**config.mk**
```make
export PLATFORM = sky130hd
export DESIGN_NAME = flee_motion_controller_flat
export DESIGN_NICKNAME = d
export VERILOG_FILES = /design/src/rtl/flee_motion_controller_pkg.sv /design/src/rtl/flee_motion_controller_if.sv /design/src/rtl/flee_motion_controller_axis_integrator.sv /design/src/rtl/flee_motion_controller.sv /design/src/flat_wrapper.sv
export SDC_FILE = /design/constraint.sdc
export NUM_CORES = 1
export LEC_CHECK = 0
export ABC_AREA = 1
export CELL_PAD_IN_SITES_DETAIL_PLACEMENT = 0
export CELL_PAD_IN_SITES_GLOBAL_PLACEMENT = 1
export CORE_UTILIZATION = 35
export CTS_CLUSTER_DIAMETER = 60
export DETAILED_ROUTE_END_ITERATION = 8
export PLACE_DENSITY = 0.81
export RECOVER_POWER = 100
export SKIP_LAST_GASP = 1
export SYNTH_ARGS = -nofsm -noshare
export SYNTH_HDL_FRONTEND = slang
export SYNTH_SLANG_ARGS = --single-unit
```
**constraint.sdc**
```tcl
create_clock -name clk -period 6.1 [get_ports clk]
set_input_delay 1.22 -clock clk [delete_from_list [all_inputs] [get_ports clk]]
set_output_delay 1.22 -clock clk [all_outputs]
set_load 0.01 [all_outputs]
```
**src/rtl/flee_motion_controller_pkg.sv**
```systemverilog
// Shared types and constants for the fleeing-object motion path.
// Q20.12 signed fixed point throughout; screen bounds are reused by the renderer.
package flee_pkg;
    localparam int FRAC_BITS = 12;
    localparam int Q_WIDTH   = 32;

    typedef logic signed [Q_WIDTH-1:0] q_t;

    typedef enum logic [1:0] {
        IDLE     = 2'b00,
        FLEE     = 2'b01,
        COOLDOWN = 2'b10
    } state_t;

    // HOLD leaves both velocity and position untouched
    typedef enum logic [1:0] {
        STEP_HOLD  = 2'b00,
        STEP_ACCEL = 2'b01,
        STEP_DECAY = 2'b10
    } step_t;

    typedef struct packed {
        q_t    vel;
        q_t    pos;
        step_t op;
        logic  neg;
    } axis_req_t;

    typedef struct packed {
        q_t vel;
        q_t pos;
    } axis_rsp_t;

    localparam q_t X_MAX = 32'h0027_F000;
    localparam q_t Y_MAX = 32'h001D_F000;
endpackage

```
**src/rtl/flee_motion_controller_if.sv**
```systemverilog
// Frame-rate handshake between the distance checker, this controller and the renderer.
interface flee_motion_if import flee_pkg::*; ();
    logic       frame_tick;
    logic       load;
    q_t         x_load;
    q_t         y_load;
    logic       is_close;
    logic       direction;
    q_t         x_pos;
    q_t         y_pos;
    q_t         x_vel;
    logic [1:0] state;
    logic       pos_update;

    modport master (
        output frame_tick, load, x_load, y_load, is_close, direction,
        input  x_pos, y_pos, x_vel, state, pos_update
    );

    modport slave (
        input  frame_tick, load, x_load, y_load, is_close, direction,
        output x_pos, y_pos, x_vel, state, pos_update
    );
endinterface

```
**src/rtl/flee_motion_controller_axis_integrator.sv**
```systemverilog
// Combinational one-axis step: saturated velocity update followed by a bounded position move.
// Hitting a bound pins the position there and kills the velocity.
module axis_integrator import flee_pkg::*; #(
    parameter q_t ACCEL     = 32'h0000_0400,
    parameter q_t DECEL     = 32'h0000_0200,
    parameter q_t MAX_SPEED = 32'h0000_4000,
    parameter q_t P_MIN     = 32'h0000_0000,
    parameter q_t P_MAX     = 32'h0027_F000
) (
    input  axis_req_t req,
    output axis_rsp_t rsp
);
    localparam logic signed [Q_WIDTH:0] ACC_W  = {ACCEL[Q_WIDTH-1], ACCEL};
    localparam logic signed [Q_WIDTH:0] DEC_W  = {DECEL[Q_WIDTH-1], DECEL};
    localparam logic signed [Q_WIDTH:0] MAX_W  = {MAX_SPEED[Q_WIDTH-1], MAX_SPEED};
    localparam logic signed [Q_WIDTH:0] PMIN_W = {P_MIN[Q_WIDTH-1], P_MIN};
    localparam logic signed [Q_WIDTH:0] PMAX_W = {P_MAX[Q_WIDTH-1], P_MAX};

    logic signed [Q_WIDTH:0] vel_w, pos_w, vsum, vnext, pnext;

    always_comb begin
        vel_w = {req.vel[Q_WIDTH-1], req.vel};
        pos_w = {req.pos[Q_WIDTH-1], req.pos};
        vsum  = vel_w;
        vnext = vel_w;
        unique case (req.op)
            STEP_ACCEL: begin
                vsum = req.neg ? (vel_w - ACC_W) : (vel_w + ACC_W);
                if (vsum > MAX_W)       vnext = MAX_W;
                else if (vsum < -MAX_W) vnext = -MAX_W;
                else                    vnext = vsum;
            end
            STEP_DECAY: begin
                // shrink magnitude toward zero, never past it, sign kept
                if (vel_w[Q_WIDTH]) begin
                    vsum  = vel_w + DEC_W;
                    vnext = (!vsum[Q_WIDTH] && (vsum != '0)) ? '0 : vsum;
                end else begin
                    vsum  = vel_w - DEC_W;
                    vnext = vsum[Q_WIDTH] ? '0 : vsum;
                end
            end
            default: vnext = vel_w;
        endcase

        pnext   = pos_w + vnext;
        rsp.vel = req.vel;
        rsp.pos = req.pos;
        if (req.op != STEP_HOLD) begin
            if (pnext < PMIN_W) begin
                rsp.pos = P_MIN;
                rsp.vel = '0;
            end else if (pnext > PMAX_W) begin
                rsp.pos = P_MAX;
                rsp.vel = '0;
            end else begin
                rsp.pos = pnext[Q_WIDTH-1:0];
                rsp.vel = vnext[Q_WIDTH-1:0];
            end
        end
    end
endmodule

```
**src/rtl/flee_motion_controller.sv**
```systemverilog
// Per-frame flee/cooldown FSM driving an x-axis integrator; y only moves on load.
// All state advances on frame_tick or load; load wins when both are high.
module flee_motion_controller import flee_pkg::*; #(
    parameter q_t ACCEL           = 32'h0000_0400,
    parameter q_t DECEL           = 32'h0000_0200,
    parameter q_t MAX_SPEED       = 32'h0000_4000,
    parameter int COOLDOWN_FRAMES = 30,
    parameter q_t X_MIN           = 32'h0000_0000,
    parameter q_t X_MAX           = 32'h0027_F000
) (
    input  logic          clk,
    input  logic          rst_n,
    flee_motion_if.slave  bus
);
    localparam int CNT_W = (COOLDOWN_FRAMES > 1) ? $clog2(COOLDOWN_FRAMES) : 1;
    localparam logic [CNT_W-1:0] CNT_LOAD = CNT_W'(COOLDOWN_FRAMES - 1);

    state_t           state_q, state_d;
    logic [CNT_W-1:0] cnt_q, cnt_d;
    q_t               x_pos_q, y_pos_q, x_vel_q, x_load_clamped;
    logic             upd_q, step_en, vel_zero;
    axis_req_t        ax_req;
    axis_rsp_t        ax_rsp;

    axis_integrator #(
        .ACCEL(ACCEL), .DECEL(DECEL), .MAX_SPEED(MAX_SPEED),
        .P_MIN(X_MIN), .P_MAX(X_MAX)
    ) u_x_axis (
        .req(ax_req),
        .rsp(ax_rsp)
    );

    always_ff @(posedge clk or negedge rst_n) begin
        if (!rst_n) begin
            state_q <= IDLE;
            cnt_q   <= '0;
        end else begin
            state_q <= state_d;
            cnt_q   <= cnt_d;
        end
    end

    always_comb begin
        state_d = state_q;
        cnt_d   = cnt_q;
        if (bus.load) begin
            state_d = IDLE;
            cnt_d   = '0;
        end else if (bus.frame_tick) begin
            unique case (state_q)
                IDLE: if (bus.is_close) state_d = FLEE;
                FLEE: if (!bus.is_close) begin
                    state_d = COOLDOWN;
                    cnt_d   = CNT_LOAD;
                end
                COOLDOWN: begin
                    if (bus.is_close) begin
                        state_d = FLEE;
                        cnt_d   = '0;
                    end else if (cnt_q == '0) begin
                        state_d = IDLE;
                    end else begin
                        cnt_d = cnt_q - 1'b1;
                    end
                end
                default: state_d = IDLE;
            endcase
        end
    end

    // Which integrator step this tick applies; the FSM edge that leaves a state
    // selects the step of the state being entered.
    always_comb begin
        step_en    = 1'b0;
        vel_zero   = 1'b0;
        ax_req.vel = x_vel_q;
        ax_req.pos = x_pos_q;
        ax_req.neg = bus.direction;
        ax_req.op  = STEP_HOLD;
        if (!bus.load && bus.frame_tick) begin
            unique case (state_q)
                IDLE: if (bus.is_close) begin
                    ax_req.op = STEP_ACCEL;
                    step_en   = 1'b1;
                end
                FLEE: begin
                    ax_req.op = bus.is_close ? STEP_ACCEL : STEP_DECAY;
                    step_en   = 1'b1;
                end
                COOLDOWN: begin
                    if (bus.is_close) begin
                        ax_req.op = STEP_ACCEL;
                        step_en   = 1'b1;
                    end else if (cnt_q == '0) begin
                        vel_zero = 1'b1;
                    end else begin
                        ax_req.op = STEP_DECAY;
                        step_en   = 1'b1;
                    end
                end
                default: ;
            endcase
        end
    end

    always_comb begin
        x_load_clamped = bus.x_load;
        if (bus.x_load < X_MIN)      x_load_clamped = X_MIN;
        else if (bus.x_load > X_MAX) x_load_clamped = X_MAX;
    end

    always_ff @(posedge clk or negedge rst_n) begin
        if (!rst_n) begin
            x_pos_q <= '0;
            y_pos_q <= '0;
            x_vel_q <= '0;
            upd_q   <= 1'b0;
        end else if (bus.load) begin
            x_pos_q <= x_load_clamped;
            y_pos_q <= bus.y_load;
            x_vel_q <= '0;
            upd_q   <= 1'b1;
        end else if (step_en) begin
            x_pos_q <= ax_rsp.pos;
            x_vel_q <= ax_rsp.vel;
            upd_q   <= 1'b1;
        end else if (vel_zero) begin
            x_vel_q <= '0;
            upd_q   <= 1'b1;
        end else begin
            upd_q   <= 1'b0;
        end
    end

    assign bus.x_pos      = x_pos_q;
    assign bus.y_pos      = y_pos_q;
    assign bus.x_vel      = x_vel_q;
    assign bus.state      = state_q;
    assign bus.pos_update = upd_q;
endmodule

```
**src/flat_wrapper.sv**
```systemverilog
// flat-port wrapper written by rule: the top's interface ports become plain ports
module flee_motion_controller_flat import flee_pkg::*;
#(
    parameter q_t ACCEL           = 32'h0000_0400,
    parameter q_t DECEL           = 32'h0000_0200,
    parameter q_t MAX_SPEED       = 32'h0000_4000,
    parameter int COOLDOWN_FRAMES = 30,
    parameter q_t X_MIN           = 32'h0000_0000,
    parameter q_t X_MAX           = 32'h0027_F000
)
  (clk, rst_n, bus_frame_tick, bus_load, bus_x_load, bus_y_load, bus_is_close, bus_direction, bus_x_pos, bus_y_pos, bus_x_vel, bus_state, bus_pos_update);
  flee_motion_if bus_i ();
  input  logic clk;
  input  logic rst_n;
  input wire logic [$bits(bus_i.frame_tick)-1:0] bus_frame_tick;
  input wire logic [$bits(bus_i.load)-1:0] bus_load;
  input wire logic [$bits(bus_i.x_load)-1:0] bus_x_load;
  input wire logic [$bits(bus_i.y_load)-1:0] bus_y_load;
  input wire logic [$bits(bus_i.is_close)-1:0] bus_is_close;
  input wire logic [$bits(bus_i.direction)-1:0] bus_direction;
  output wire logic [$bits(bus_i.x_pos)-1:0] bus_x_pos;
  output wire logic [$bits(bus_i.y_pos)-1:0] bus_y_pos;
  output wire logic [$bits(bus_i.x_vel)-1:0] bus_x_vel;
  output wire logic [$bits(bus_i.state)-1:0] bus_state;
  output wire logic [$bits(bus_i.pos_update)-1:0] bus_pos_update;
  assign bus_i.frame_tick = bus_frame_tick;
  assign bus_i.load = bus_load;
  assign bus_i.x_load = bus_x_load;
  assign bus_i.y_load = bus_y_load;
  assign bus_i.is_close = bus_is_close;
  assign bus_i.direction = bus_direction;
  assign bus_x_pos = bus_i.x_pos;
  assign bus_y_pos = bus_i.y_pos;
  assign bus_x_vel = bus_i.x_vel;
  assign bus_state = bus_i.state;
  assign bus_pos_update = bus_i.pos_update;
  flee_motion_controller #(.ACCEL(ACCEL), .DECEL(DECEL), .MAX_SPEED(MAX_SPEED), .COOLDOWN_FRAMES(COOLDOWN_FRAMES), .X_MIN(X_MIN), .X_MAX(X_MAX)) u_core (.clk(clk), .rst_n(rst_n), .bus(bus_i));
endmodule
```
Yosys cells after proc, flatten, opt, wreduce, memory -nomap -nowiden
Cells that the tools add are included.
- input bits: 70
- word-level logic and storage cells: 92
- register bits after elaboration: 104
- equal/unequal tests: 9
- $lt $le $gt $ge: 6
- reduce and logical (&&, ||, !) cells: 17
- muxes and demuxes: 48
- $add $sub $neg: 6
- operators with widths (operator ; count):
    2-to-1 mux 32 bit ; 8
    2-to-1 mux 64 bit ; 3
    2-to-1 mux 33 bit ; 5
    one-hot mux 33 bit (2 select lines) ; 1
    adder 32 x 11 -> 33 bit (second input constant) ; 1
    adder 32 x 12 -> 33 bit (second input constant) ; 1
    adder 32 x 33 -> 33 bit ; 1
    > comparator 33 x 16 -> 1 bit (second input constant) ; 1
    > comparator 33 x 23 -> 1 bit (second input constant) ; 1
    less-than comparator 33 x 1 -> 1 bit (second input constant) ; 1
    less-than comparator 33 x 15 -> 1 bit (second input constant) ; 1
    nonzero test 33 bit ; 1
    subtractor 32 x 11 -> 33 bit (second input constant) ; 1
    subtractor 32 x 12 -> 33 bit (second input constant) ; 1
    > comparator 32 x 23 -> 1 bit (second input constant) ; 1
    less-than comparator 32 x 1 -> 1 bit (second input constant) ; 1
    2-to-1 mux 5 bit ; 5
    2-to-1 mux 2 bit ; 10
    2-to-1 mux 1 bit ; 12
    one-hot mux 2 bit (3 select lines) ; 2
    one-hot mux 5 bit (2 select lines) ; 1
    != test 3 bit (second input constant) ; 3
    AND reduction 4 bit ; 2
    nonzero test 2 bit ; 4
    other kinds (12) ; 18

Depth between registers and ports, before layout
Gate-level depths: netlist of run 1.
- depth in word-level cells: 14
- depth in mapped cells: 43
- mapped depth without buffers: 41

By module
A second synthesis of run 1 with hierarchy kept.
- cell total of the unflattened synthesis: 2048
- area, all modules: 12253.0 µm²
- by module, submodules not included (module ; times used ; area each (µm²) ; cells an instance):
    axis_integrator ; 1 ; 7088.0 ; 1407
    flee_motion_controller ; 1 ; 5165.0 ; 641

Least setup slack after synthesis of run 1
No wires, ideal clock.
- kind: in2reg
- start point: in bus_direction
- end point: reg u_core.x_pos_q[11] (netlist: u_core.bus.x_pos[11])
- stages: 37
- path buffers: 2
- data required time: 6.027 ns
- setup slack: 0.030 ns
- arrival time: 5.997 ns
- path through: inv_1 > fa_1 > inv_1 > nand3_1 > nand2_1 > nand2_1 > nand3_1 > xor2_1 > inv_1 > nor3_1 > nand4_1 > nor3_1 > nand4_1 > nor3_1 > nand4_1 > ha_1 > clkinv_1 > clkbuf_1 > nand3_1 > nand3_1 > a22oi_2 > ha_1 > a21o_1 > nand2_1 > nand2_1 > a21oi_1 > nand3_2 > nand2_1 > nand3_2 > nand2_1 > nand2_2 > xor2_4 > nand4_4 > buf_6 > nor2_1 > nand3_2 > a21oi_2
- longest elaborated chain between the ends: 12
- elaborated cells on any way between the ends: 14
- ends and longest elaborated chain (what ; RTL line ; source):
    start: declaration ; flat_wrapper.sv:20 ; input wire logic [$bits(bus_i.direction)-1:0] bus_direction;
    2-to-1 mux 33 bit * ; flee_motion_controller_axis_integrator.sv:28 ; vsum = req.neg ? (vel_w - ACC_W) : (vel_w + ACC_W);
    less-than comparator 33 x 15 -> 1 bit ; flee_motion_controller_axis_integrator.sv:30 ; else if (vsum < -MAX_W) vnext = -MAX_W;
    2-to-1 mux 33 bit ; flee_motion_controller_axis_integrator.sv:30 ;
    2-to-1 mux 33 bit * ; flee_motion_controller_axis_integrator.sv:29 ; if (vsum > MAX_W) vnext = MAX_W;
    one-hot mux 33 bit (2 select lines) * ; flee_motion_controller_axis_integrator.sv:26 ; unique case (req.op)
    adder 32 x 33 -> 33 bit * ; flee_motion_controller_axis_integrator.sv:46 ; pnext = pos_w + vnext;
    > comparator 33 x 23 -> 1 bit ; flee_motion_controller_axis_integrator.sv:53 ; end else if (pnext > PMAX_W) begin
    2-to-1 mux 64 bit ; flee_motion_controller_axis_integrator.sv:53 ;
    2-to-1 mux 64 bit * ; flee_motion_controller_axis_integrator.sv:50 ; if (pnext < PMIN_W) begin
    2-to-1 mux 64 bit * ; flee_motion_controller_axis_integrator.sv:49 ; if (req.op != STEP_HOLD) begin
    2-to-1 mux 32 bit * ; flee_motion_controller.sv:123 ; end else if (step_en) begin
    2-to-1 mux 32 bit * ; flee_motion_controller.sv:118 ; end else if (bus.load) begin
    end signal: assignment ; flee_motion_controller.sv:119 ; x_pos_q <= x_load_clamped;
    end signal: assignment ; flee_motion_controller.sv:124 ; x_pos_q <= ax_rsp.pos;
    end: declaration ; flee_motion_controller.sv:20 ; q_t x_pos_q, y_pos_q, x_vel_q, x_load_clamped;
Mark *: on every way between the ends. The rest lies on a longest branch, timed or not. The select of a mux whose other input is x is not followed.
A chain may end at the register's enable or synchronous reset.

Worst setup path after layout of run 1
- start point: in bus_direction
- end point: reg u_core.x_pos_q[1] (netlist: u_core.bus.x_pos[1])
Same word-level chain as after synthesis.

==> flow_summary.json, run 1 <==
{
  "outcome": "finished with violations",
  "violations": "max-capacitance violations, max-slew violations, negative setup slack",
  "ys.warnings.count": 0,
  "hp-class": "register to register",
  "syn_avg_cell_area_um2": 6.074,
  "async_flop_share_pct": 100.0,
  "clock_skew_ns": 0.01778,
  "finalCritPeriodShare_pct": 101.5,
  "startpoint_type": "primary input",
  "cts_buffer_depth": 2,
  "setup_slack_ns": -0.08960,
  "fillers": 2938,
  "coreArea_mm2": 0.03172,
  "clock-sinks": 104,
  "diodes": 0,
  "holdWs_ns": 0.4719,
  "worstSkewPairLatency_ns": 0.38,
  "synth-seq-cells": 104,
  "wire_per_inst_um": 17.30,
  "dpl.hpwl_um": 35350,
  "synth.cell_area_mm2": 0.01135,
  "maxSlewViolCount": 68,
  "start_util_pct": 35.79,
  "synth_top_area_share_pct": 22.93,
  "ys_types": 55,
  "chipHeight_um": 182.1,
  "ys.flop_type": "dfrtp_1",
  "place_area_mm2": 0.01555,
  "antenna_found_initial": 1,
  "root_buffer": "clkbuf_16",
  "crit_required_ns": 6.39,
  "power_density_mw_per_mm2": 162.9,
  "ys_seq_area_share_pct": 22.93,
  "hold_viol_final": 0,
  "gp_congestion": 1.021,
  "drtIter0Drc": 1093,
  "ant_nets": 0,
  "layout_min_cycle_time_ns": 6.190,
  "grt_pass1_wl_um": 72670,
  "synth_common_cells": "nand2_1 (593), inv_1 (231), nor2_1 (209), nand3_1 (136), a21oi_1 (121)",
  "rsz0062_at_grt": "yes",
  "path_common_cell": "nand2_4",
  "slew_headroom_pct": -158.0,
  "yosysMostFrequentCell": "nand2_1",
  "finalSetupViolations": 34,
  "cap_violations": 1,
  "fin_area_mm2": 0.01798,
  "setup-tns-final_ns": -1.140,
  "p_leak_nw": 8.971,
  "synth_area_leaders": "dfrtp_1 (23%), nand2_1 (20%), inv_1 (7.6%)",
  "die-area_mm2": 0.03316,
  "worstSetupPathType": "primary input to register",
  "layout-drive-gt1-share_pct": 30.30,
  "final_util_pct": 56.69,
  "htree_levels": 3,
  "die_w_um": 182.1,
  "area_growth_pct": 58.38,
  "grt_pass1_vias": 13970,
  "peakVddDrop_mv": 0.1329,
  "syn_nets": 2005,
  "postCtsHoldBufs": 0,
  "vias_per_cell": 5.195,
  "cp_max_fo": 7,
  "numCtsBuffers": 9,
  "cts_tree": "done",
  "max_stage_delay_ns": 0.31,
  "synth_top_area_cell": "dfrtp_1",
  "wl_um": 47430,
  "fmax_mhz": 161.6,
  "overflow": 0,
  "route.detailed.drc": 0,
  "worst_pin_slew_ns": 3.871,
  "grt_use_total_pct": 27.73,
  "drtPass1Iterations": 8,
  "dp_slack_ns": -1.457,
  "worst_path_max_delay_cell": "ha_4",
  "grt_max_degree": 68,
  "rows": 65,
  "synth_edf_count": 0,
  "top_level_ports": 169,
  "num-nets-final": 2471,
  "io_buffers": 168,
  "cp.arrival_ns": 6.48,
  "vias": 14250,
  "worstSetupEndpointType": "register",
  "clkSlewWorstSetupHoldPaths_ns": 0.09,
  "syn_inst": 1869
}
==> layout by cell type, fill, tap and decap left out, types with 40 or more instances in the layout <==
cell type,synthesis,layout
nand3_1,136,116
ha_4,0,40
buf_4,6,323
nand2_2,8,63
nand2_1,593,518
clkdlybuf4s50_1,0,87
dlygate4sd3_1,0,79
nor2_1,209,167
a21oi_1,121,87
inv_1,231,215
nand4_1,82,82
dfrtp_1,104,104
==> critical path, delay by kind of cell <==
kind | cells | cell delay [ns]
simple gates | 26 | 2.80
buf+inv | 7 | 1.13
fa+ha+maj | 3 | 0.81
xor+xnor | 2 | 0.28
compound gates | 1 | 0.20
==> per-stage QoR <==
step	total power [mW]	std cells
detailed placement	1.967	2680
floorplan	1.367	1869
finish	2.929	2742
CTS	2.764	2726
global placement	1.964	2680
global route	3.075	2742
==> registers in the layout, summed over array words and instances (netlist names) <==
name                   cells
u_core.bus.y_pos          32
u_core.bus.x_pos          32
u_core.bus.state           2
u_core.bus.x_vel          32
u_core.cnt_q               5
u_core.bus.pos_update      1
==> per-layer routing <==
| metal | vias up | wire length [um] | global-route usage [%] |
|---|---|---|---|
| met2 | 437 | 23100 | 48.40 |
| li1 | 6977 | - | - |
| met1 | 6729 | 20370 | 34.68 |
| met4 | 2 | 1565 | 10.18 |
| met3 | 100 | 2388 | 3.812 |
| met5 | - | 16 | 0 |
==> what timing repair did <==
action	4_1_cts	5_1_grt
endpoints found under the setup margin	54	54
setup buffers	27	15
cloned	5	2
pin swaps	59	111
resized for setup	164	206
==> area by class of cell <==
class                   instances  area, um2  share of cell area (%)
multi-input cells            1451       9014                   50.13
repair buffers                521       4596                   25.56
inverters                     248      953.4                   5.303
clock inverters                 7      86.33                  0.4802
well taps                     402      503.0                   2.797
clock buffers                   9      225.2                   1.253
flip-flops and latches        104       2603                   14.47
==> where the power goes <==
group,internal [mW],switching (mW)
Combinational,0.701,0.790
Sequential,0.743,0.0599
Clock,0.295,0.340
==> logic make-up (layout without fill, tap and decap cells) <==
family                     count (synthesis)  after routing  synth area share [%]
xor gates and xnor gates                  50             50                 4.155
buffers and inverters                    314            785                 11.13
AOI/OAI and AO/OA                        227            227                 11.65
and+or+nand+nor                         1108           1108                 42.73
DFF                                      104            104                 22.93
adders and majority gates                 66             66                 7.407
==> worst paths after layout <==
path | from | to | slack [ns] | depth (start not counted)
max | bus_direction | u_core.bus.x_pos[1]$_DFFE_PN0P_ | -0.09 | 39
min | u_core.bus.y_pos[12]$_DFFE_PN0P_ | u_core.bus.y_pos[12]$_DFFE_PN0P_ | 0.47 | 2
max reg2reg | u_core.bus.x_vel[11]$_DFFE_PN0P_ | u_core.bus.x_pos[1]$_DFFE_PN0P_ | 0.04 | 34
min reg2reg | u_core.bus.y_pos[12]$_DFFE_PN0P_ | u_core.bus.y_pos[12]$_DFFE_PN0P_ | 0.47 | 2
max in group asynchronous | rst_n | u_core.bus.x_pos[29]$_DFFE_PN0P_ | 1.28 | 2
min in group asynchronous | rst_n | u_core.bus.y_pos[16]$_DFFE_PN0P_ | 2.18 | 1
No activity file was read; power rests on OpenSTA's default activity.
==> run 2, diff against run 1 <==
==> constraint.sdc (replaced) <==
create_clock -name clk -period 6.1 [get_ports clk]
set_input_delay 1.22 -clock clk [delete_from_list [all_inputs] [get_ports clk]]
set_output_delay 1.22 -clock clk [all_outputs]
set_load 0.02 [all_outputs]
==> run 2 against run 1 <==
The flow still finishes with violations (max-capacitance violations, max-slew violations, negative setup slack). Setup slack worse by 0.011 ns. Die area stayed put. Register-to-register slack hardly changed. Clock power hardly changed. Highest routed layer unchanged.
==> flow_summary.json, run 2 (same netlist as run 1, synthesis figures left out) <==
{
  "final_util_pct": 56.70,
  "whs_endpoint": "u_core.bus.y_pos[4]$_DFFE_PN0P_",
  "antenna_found_initial": 1,
  "drtIter0Drc": 1023,
  "overflow": 0,
  "dp_slack_ns": -1.457,
  "final_cell_mix": "nand2_1 (518), buf_4 (324), inv_1 (215)",
  "r2r-start": "u_core.bus.x_vel[11]$_DFFE_PN0P_",
  "clock-sinks": 104,
  "p_leak_nw": 8.959,
  "worstSkewPairLatency_ns": 0.38,
  "grt_use_total_pct": 27.73,
  "grt_max_degree": 68,
  "cts_tree": "done",
  "max_stage_delay_ns": 0.31,
  "startpoint_type": "primary input",
  "reg2reg_depth": 34,
  "netSwitchingFraction_pct": 41.21,
  "clkSlewWorstSetupHoldPaths_ns": 0.08,
  "crit_required_ns": 6.39,
  "chipHeight_um": 182.1,
  "setup_slack_ns": -0.1002,
  "layout_commonest_cell": "nand2_1",
  "finalCritPeriodShare_pct": 101.6,
  "route.detailed.drc": 0,
  "fillers": 2936,
  "holdWs_ns": 0.4715,
  "worst_pin_slew_ns": 3.865,
  "clock_skew_ns": 0.01639,
  "wire_per_inst_um": 17.28,
  "r2r_end": "u_core.bus.x_pos[1]$_DFFE_PN0P_",
  "root_buffer": "clkbuf_16",
  "grt_pass1_vias": 13970,
  "hold_viol_final": 0,
  "power_density_mw_per_mm2": 164.6,
  "clockPowerShare_pct": 21.3,
  "die-area_mm2": 0.03316,
  "grt_pass1_wl_um": 72670,
  "worstSetupPathType": "primary input to register",
  "diodes": 0,
  "rsz0062_at_grt": "yes",
  "maxSlewViolCount": 68,
  "coreArea_mm2": 0.03172,
  "layout-drive-gt1-share_pct": 30.34,
  "outcome": "finished with violations",
  "rows": 65,
  "peakVddDrop_mv": 0.1328,
  "vias_per_cell": 5.195,
  "multi_input_area_mm2": 0.009014,
  "path_buf_inv": 7,
  "die_w_um": 182.1,
  "power.switching_mw": 1.220,
  "cp_max_fo": 7,
  "timing.critical_path.from": "bus_direction",
  "top_level_ports": 169,
  "violations": "max-capacitance violations, max-slew violations, negative setup slack",
  "worst_path_max_delay_cell": "ha_4",
  "intPower_mw": 1.740,
  "gp_congestion": 1.021,
  "rrSetupSlack_ns": 0.05,
  "ant_nets": 0,
  "area_growth_pct": 58.42,
  "setup-tns-final_ns": -1.303,
  "wl_um": 47390,
  "fmax_mhz": 161.3,
  "num-nets-final": 2471,
  "hp-start": "u_core.bus.y_pos[4]$_DFFE_PN0P_",
  "start_util_pct": 35.79,
  "cts_buffer_depth": 2,
  "worstSetupEndpointType": "register",
  "hp-class": "register to register",
  "fin_cells": 2742,
  "layout_min_cycle_time_ns": 6.200,
  "dpl.hpwl_um": 35350,
  "path_common_cell": "nand2_4",
  "htree_levels": 3,
  "slew_headroom_pct": -157.7,
  "vias": 14250,
  "drtPass1Iterations": 5,
  "cap_violations": 1,
  "numCtsBuffers": 9,
  "finalSetupViolations": 37,
  "power_frac_seq_pct": 27.1,
  "cp.arrival_ns": 6.49,
  "dp_cells": 2680,
  "cp_top_family": "simple AND/OR/NAND/NOR gates",
  "io_buffers": 168,
  "hold_depth": 2,
  "regArea_mm2": 0.002603,
  "combPwrFrac_pct": 51.5
}
-- run 2: cell count changes in the layout (fill, tap and decap cells not counted) --
| cell | change |
|---|---|
| clkbuf_1 | -1 |
| buf_4 | +1 |
| clkdlybuf4s50_1 | +7 |
| dlygate4sd3_1 | -7 |
-- run 2: layout make-up --
| type | count | area share, % |
|---|---|---|
| clock buffers | 9 | 1.252 |
| inverters | 248 | 5.302 |
| well taps | 402 | 2.797 |
| flip-flops and latches | 104 | 14.47 |
| multi-input cells | 1451 | 50.12 |
| repair buffers | 521 | 25.58 |
| clock inverters | 7 | 0.4801 |
-- run 2: how the worst max path moves through the flow --
stage | to | cells after the start
2_1_floorplan | u_core.bus.x_pos[11]$_DFFE_PN0P_ | 37
3_3_place_gp | u_core.bus.x_vel[10]$_DFFE_PN0P_ | 40
3_5_place_dp | u_core.bus.x_vel[15]$_DFFE_PN0P_ | 41
4_1_cts | u_core.bus.x_vel[15]$_DFFE_PN0P_ | 44
5_1_grt | u_core.bus.x_pos[10]$_DFFE_PN0P_ | 38
6_report | u_core.bus.x_pos[1]$_DFFE_PN0P_ | 39
-- run 2: worst register-to-register path: cells and delay by family, from the launching register on --
kind                     cells  cell delay, ns
AO/OA/AOI/OAI                2            0.48
XOR/XNOR                     1            0.18
adder cells (fa/ha/maj)      2            0.59
buffers and inverters        7            1.11
flip-flops                   1            0.36
AND/OR/NAND/NOR             22            3.26
-- run 2: repair_timing --
| item | CTS | global route |
|---|---|---|
| gates cloned | 5 | 2 |
| setup buffers | 27 | 15 |
| setup endpoints to repair | 54 | 54 |
| hold buffers | 0 | 0 |
| resized for setup | 164 | 206 |
| pin swaps | 59 | 111 |
-- run 2: power by group through the flow --
stage / combinational, mW / clock, mW / sequential [mW]
detailed placement: 1.19 / 0 / 0.806
floorplan: 0.554 / 0 / 0.846
CTS: 1.35 / 0.644 / 0.800
finish: 1.53 / 0.632 / 0.803
global placement: 1.19 / 0 / 0.806
global route: 1.64 / 0.665 / 0.810
-- run 2: through the flow --
step | total power, mW | cell area [um2]
4_1_cts | 2.798 | 16980
6_report | 2.960 | 17980
3_5_place_dp | 2.001 | 15550
2_1_floorplan | 1.400 | 11350
5_1_grt | 3.111 | 17980
3_3_place_gp | 1.998 | 15550
-- run 2: metal layers --
metal | vias up | GRT usage [%] | wire length (um)
li1 | 6988 | - | -
met1 | 6691 | 34.68 | 20320
met5 | - | 0 | 16
met4 | 2 | 10.18 | 1675
met2 | 456 | 48.40 | 22970
met3 | 108 | 3.812 | 2411
==> variant 1 (config.mk and constraints of run 2) <==
`COOLDOWN_FRAMES` is set to 30 in 2 places; all go to 60.
--- a/src/rtl/flee_motion_controller.sv
+++ b/src/rtl/flee_motion_controller.sv
@@ -5,5 +5,5 @@
     parameter q_t DECEL           = 32'h0000_0200,
     parameter q_t MAX_SPEED       = 32'h0000_4000,
-    parameter int COOLDOWN_FRAMES = 30,
+    parameter int COOLDOWN_FRAMES = 60,
     parameter q_t X_MIN           = 32'h0000_0000,
     parameter q_t X_MAX           = 32'h0027_F000
--- a/src/flat_wrapper.sv
+++ b/src/flat_wrapper.sv
@@ -5,5 +5,5 @@
     parameter q_t DECEL           = 32'h0000_0200,
     parameter q_t MAX_SPEED       = 32'h0000_4000,
-    parameter int COOLDOWN_FRAMES = 30,
+    parameter int COOLDOWN_FRAMES = 60,
     parameter q_t X_MIN           = 32'h0000_0000,
     parameter q_t X_MAX           = 32'h0027_F000
Function: no difference found for any inputs over 4 cycles, from zero or initial values and one cycle with rst_n low; that may be too few to reach the edited logic, so the function may still have changed.
==> variant 1 against run 2 <==
Die area shrank 3.5%; sequential cell count grew 1; worst setup slack lost 0.30 ns; critical path depth shrank 1; global-route usage grew 1.8 points; area after synthesis shrank 3.5%; the flow still finishes with violations (max-capacitance violations, max-slew violations, negative setup slack); clock power grew 2%; wire length shrank 1.5%; sequential power grew 2%; design area shrank 5.0%; power shrank 4.1%.
==> variant 1: results (changes against run 2) <==
Outcome:
- The final reports fail on max-capacitance violations, max-slew violations, negative setup slack.
- The run finished, with violations left.

STA:
- The smallest setup slack after layout is -0.399 ns (-0.298 ns).
- The setup-violating endpoint count in the final report is 54 (+46%).
- The number of pins exceeding their max-slew limit in the final report is 118 (+74%).
- The transition time at the pin with the least slew margin is 4.34 ns (+0.479 ns).

Critical path:
- The cell at the slowest stage of the critical path is sky130_fd_sc_hd__or4_4.
- The arrival time at the worst endpoint is 6.81 ns (+0.32 ns).
- The top fanout value on the critical path is 8 (+1).
- The cell count of the worst reg-to-reg path came to 35 (+2.9%).
- The flop-to-flop setup slack is 0.03 ns (-0.02 ns).

Route:
- The routed wire length per instance is 17.6 µm (+1.9%).
- The iteration-0 DRC count of the detailed router is 955 (-6.6%).
- The sum of met3 wire segment lengths after detailed routing is 3060 µm (+27%).
- The number of detailed-route iterations in the first pass is 7 (+2).

Logic synthesis:
- The post-synth net total was 1948 (-2.8%).
- Ranked by instance count, the synthesized netlist is headed by sky130_fd_sc_hd__nand2_1 (575), sky130_fd_sc_hd__inv_1 (259), sky130_fd_sc_hd__nor2_1 (197), sky130_fd_sc_hd__nand3_1 (126), sky130_fd_sc_hd__a21oi_1 (108).
- The sequential fraction of the synthesis area is 24.0% (+1.1 points).

Global routing:
- The global routing met3 resource utilization is 5.13% (+1.3 points).
- The first-pass GRT wire length is 71800 µm (-1.1%).
- The met1 track demand over resource is 40.0% (+5.3 points).
- The global routing usage on met2 came to 47.3% (-1.1 points).

Final layout:
- The post-layout net count is 2387 (-3.4%).
- The fraction of final layout cells with drive strength greater than 1 is 28.2% (-2.1 points).

Placement:
- The setup slack at placement is -1.56 ns (-0.107 ns).
- The routability congestion estimate is 1.02 (about the same).

Run:
- The max capacitance violation total was 2 (+1).

Power:
- The switching portion of total power is 41.5% (+0.26 points).
==> variant 1: changes by cell type after synthesis, moves of 12 or more <==
cell                      change
sky130_fd_sc_hd__o21ai_0     +12
sky130_fd_sc_hd__nand2_1     -18
sky130_fd_sc_hd__buf_2       -14
sky130_fd_sc_hd__a21oi_1     -13
sky130_fd_sc_hd__nor2_1      -12
sky130_fd_sc_hd__a21oi_2     -13
sky130_fd_sc_hd__inv_1       +28
sky130_fd_sc_hd__nand3_2     -13
sky130_fd_sc_hd__nand4_1     -45
==> variant 1: metrics by stage <==
stage / TNS, ns / cells / utilization, % / cell area [µm²] / hold WS (ns)
final: -17.27 / 2652 / 55.7 / 17100 / 0.472
after CTS: -13.31 / 2652 / 54.4 / 16700 / 0.484
after global routing: -36.57 / 2652 / 55.7 / 17100 / 0.494
after detailed placement: -78.03 / 2598 / 49.1 / 15100 / 0.461
after global placement: -76.61 / 2598 / 49.1 / 15100 / 0.453
after floorplan: 0 / 1812 / - / 11000 / 0.513
==> variant 1: timing repair <==
item / CTS / global route
pin swaps: 60 / 33
setup buffers: 33 / 4
gates resized for setup: 223 / 114
cloned: 5 / 0
endpoints found under the setup margin: 54 / 54
==> variant 1: layout make-up <==
type	count	area [µm²]	area share, %
clock buffer	9	225	1.32
timing repair buffer	486	4220	24.7
clock inverter	7	88.8	0.520
sequential	105	2630	15.4
multi-input combinational	1386	8430	49.4
tap	396	495	2.90
inverter	263	997	5.84
==> variant 1: logic make-up (layout without fill, tap and decap cells) <==
kind of cell               Yosys count  in the layout  synth area share, %
and+or+nand+nor                   1026           1026                 40.1
buffers and inverters              321            765                 11.4
adders and majority gates           66             66                 7.68
AOI/OAI and AO/OA                  239            239                 12.4
DFF                                105            105                 24.0
xor gates and xnor gates            55             55                 4.40
==> variant 2 (flow settings as in run 2) <==
Made on the original files. Make the reset (`rst_n`) synchronous in 2 clocked blocks.
--- a/src/rtl/flee_motion_controller.sv
+++ b/src/rtl/flee_motion_controller.sv
@@ -31,5 +31,5 @@
     );
 
-    always_ff @(posedge clk or negedge rst_n) begin
+    always_ff @(posedge clk) begin
         if (!rst_n) begin
             state_q <= IDLE;
@@ -110,5 +110,5 @@
     end
 
-    always_ff @(posedge clk or negedge rst_n) begin
+    always_ff @(posedge clk) begin
         if (!rst_n) begin
             x_pos_q <= '0;
Function: differs if rst_n is asserted again (counterexample within 4 cycles, from zero or initial values and one cycle with rst_n low); with rst_n held inactive, the same outputs for 4 cycles.
==> variant 2 against run 2 <==
The run ends with negative setup slack left; worst setup slack worse by 0.38 ns; die area is 8.5% lower; sequential cell count stayed put; via count is 7.0% lower; area after synthesis is 8.5% lower; sequential share of layout area is 2.2 points lower; global-route usage is 1.8 points lower; first-iteration DRC count is 20% lower; design area is 6.0% lower; wire length is 13% lower; largest cell class unchanged.
Power is not compared: it rests on default switching activity, and its combinational part moved more than twofold at a synthesized area within 25%.
==> variant 2: results (changes against run 2) <==
Placement:
- The routability congestion estimate is 0.939 (-8.0%).
- The post-detailed-placement half-perimeter wirelength is 30500 µm (-14%).
- The cell area after placement came to 14400 µm² (-7.5%).

STA:
- The final worst clock skew is 0.0110 ns (-0.00536 ns).
- The setup-violating endpoint count in the final report is 54 (+46%).
- The transition time at the pin with the least slew margin was 1.17 ns (-2.69 ns).
- The smallest setup slack after layout is -0.483 ns (-0.383 ns).

Route:
- The detailed-route vias per instance is 5.10 (-1.8%).
- The iteration-0 DRC count of the detailed router is 814 (-20%).
- The routed wire length per instance came to 15.8 µm (-8.4%).

Global routing:
- The global routing usage on met2 came to 44.5% (-3.9 points).
- The global routing met3 resource utilization is 3.41% (-0.40 points).
- The first-pass GRT wire length is 63200 µm (-13%).
- The met1 track demand over resource is 32.2% (-2.4 points).
- The total routing usage reported by global routing is 25.9% (-1.8 points).
- The via count of the first global-routing pass is 12.7k (-9.1%).

Final layout:
- The multi-input combinational cell area is 8720 µm² (-3.2%).
- The fraction of final layout cells with drive strength greater than 1 is 30.9% (+0.59 points).

Critical path:
- Among all stages on the critical path, the largest delay is contributed by sky130_fd_sc_hd__or4_4.
- The delay contributed by the slowest stage of the critical path came to 0.44 ns (+0.13 ns).
- The arrival time at the worst endpoint is 6.89 ns (+0.40 ns).
- The top fanout value on the critical path is 8 (+1).

Logic synthesis:
- By count the netlist is led by sky130_fd_sc_hd__nand2_1 (437), sky130_fd_sc_hd__nor2_1 (260), sky130_fd_sc_hd__inv_1 (236), sky130_fd_sc_hd__a21oi_1 (110), sky130_fd_sc_hd__o21ai_0 (106).
- The async set-reset flop share out of synthesis is 0% (-100 points).
- The number of distinct library cells after synthesis came to 57 (+3.6%).
- The average instance area after synthesis is 5.90 µm² (-2.9%).
- The sequential fraction of the synthesis area was 20.1% (-2.9 points).

Outcome:
- The checks that failed: negative setup slack.
- The flow ran to the end, but the final reports show violations.
-- variant 2: cell types whose count changed in the layout (fill, tap and decap cells not counted), sizes merged, moves of 22 or more --
cell,before,now
o21ai,51,108
buf,350,328
clkdlybuf4s50,94,67
dlygate4sd3,72,100
nand3,154,102
nand2,602,450
nand4,84,34
dfxtp,0,104
dfrtp,104,0
nor2,214,266
-- variant 2: routing by layer --
layer	vias to the layer above	routed length, µm
met2	388	19800
met4	0	1570
met3	94	1820
met1	6162	17900
met5	-	0
li1	6599	-
-- variant 2: kinds of logic after synthesis --
logic type | synth area share (%)
buffers and inverters | 11.8
adder cells (fa/ha/maj) | 8.10
AND/OR/NAND/NOR | 38.0
flip-flops | 20.1
AO/OA/AOI/OAI | 16.5
XOR/XNOR | 5.56
-- variant 2: final cells by class --
type | count | share of cell area [%]
repair buffers | 497 | 26.0
flip-flops and latches | 104 | 12.3
clock buffers | 9 | 1.33
inverters | 242 | 5.43
well taps | 384 | 2.84
multi-input cells | 1352 | 51.6
clock inverters | 7 | 0.525
-- variant 2: timing repair --
action                     in CTS  in global routing
pin swaps                      71                101
setup endpoints to repair      54                 54
gates resized for setup       167                221
gates cloned                    4                  2
buffers inserted               36                 15
-- variant 2: path summary, 6_finish.rpt --
path	slack, ns	startpoint	end	cells after the start
worst max-delay path	-0.48	bus_direction	u_core.bus.x_pos[20]	43
worst min-delay path	0.47	u_core.bus.x_pos[29]	u_core.bus.x_pos[29]	2
worst max register to register	0.09	u_core.bus.x_vel[11]	u_core.bus.x_pos[20]	39
worst min register to register	0.47	u_core.bus.x_pos[29]	u_core.bus.x_pos[29]	2
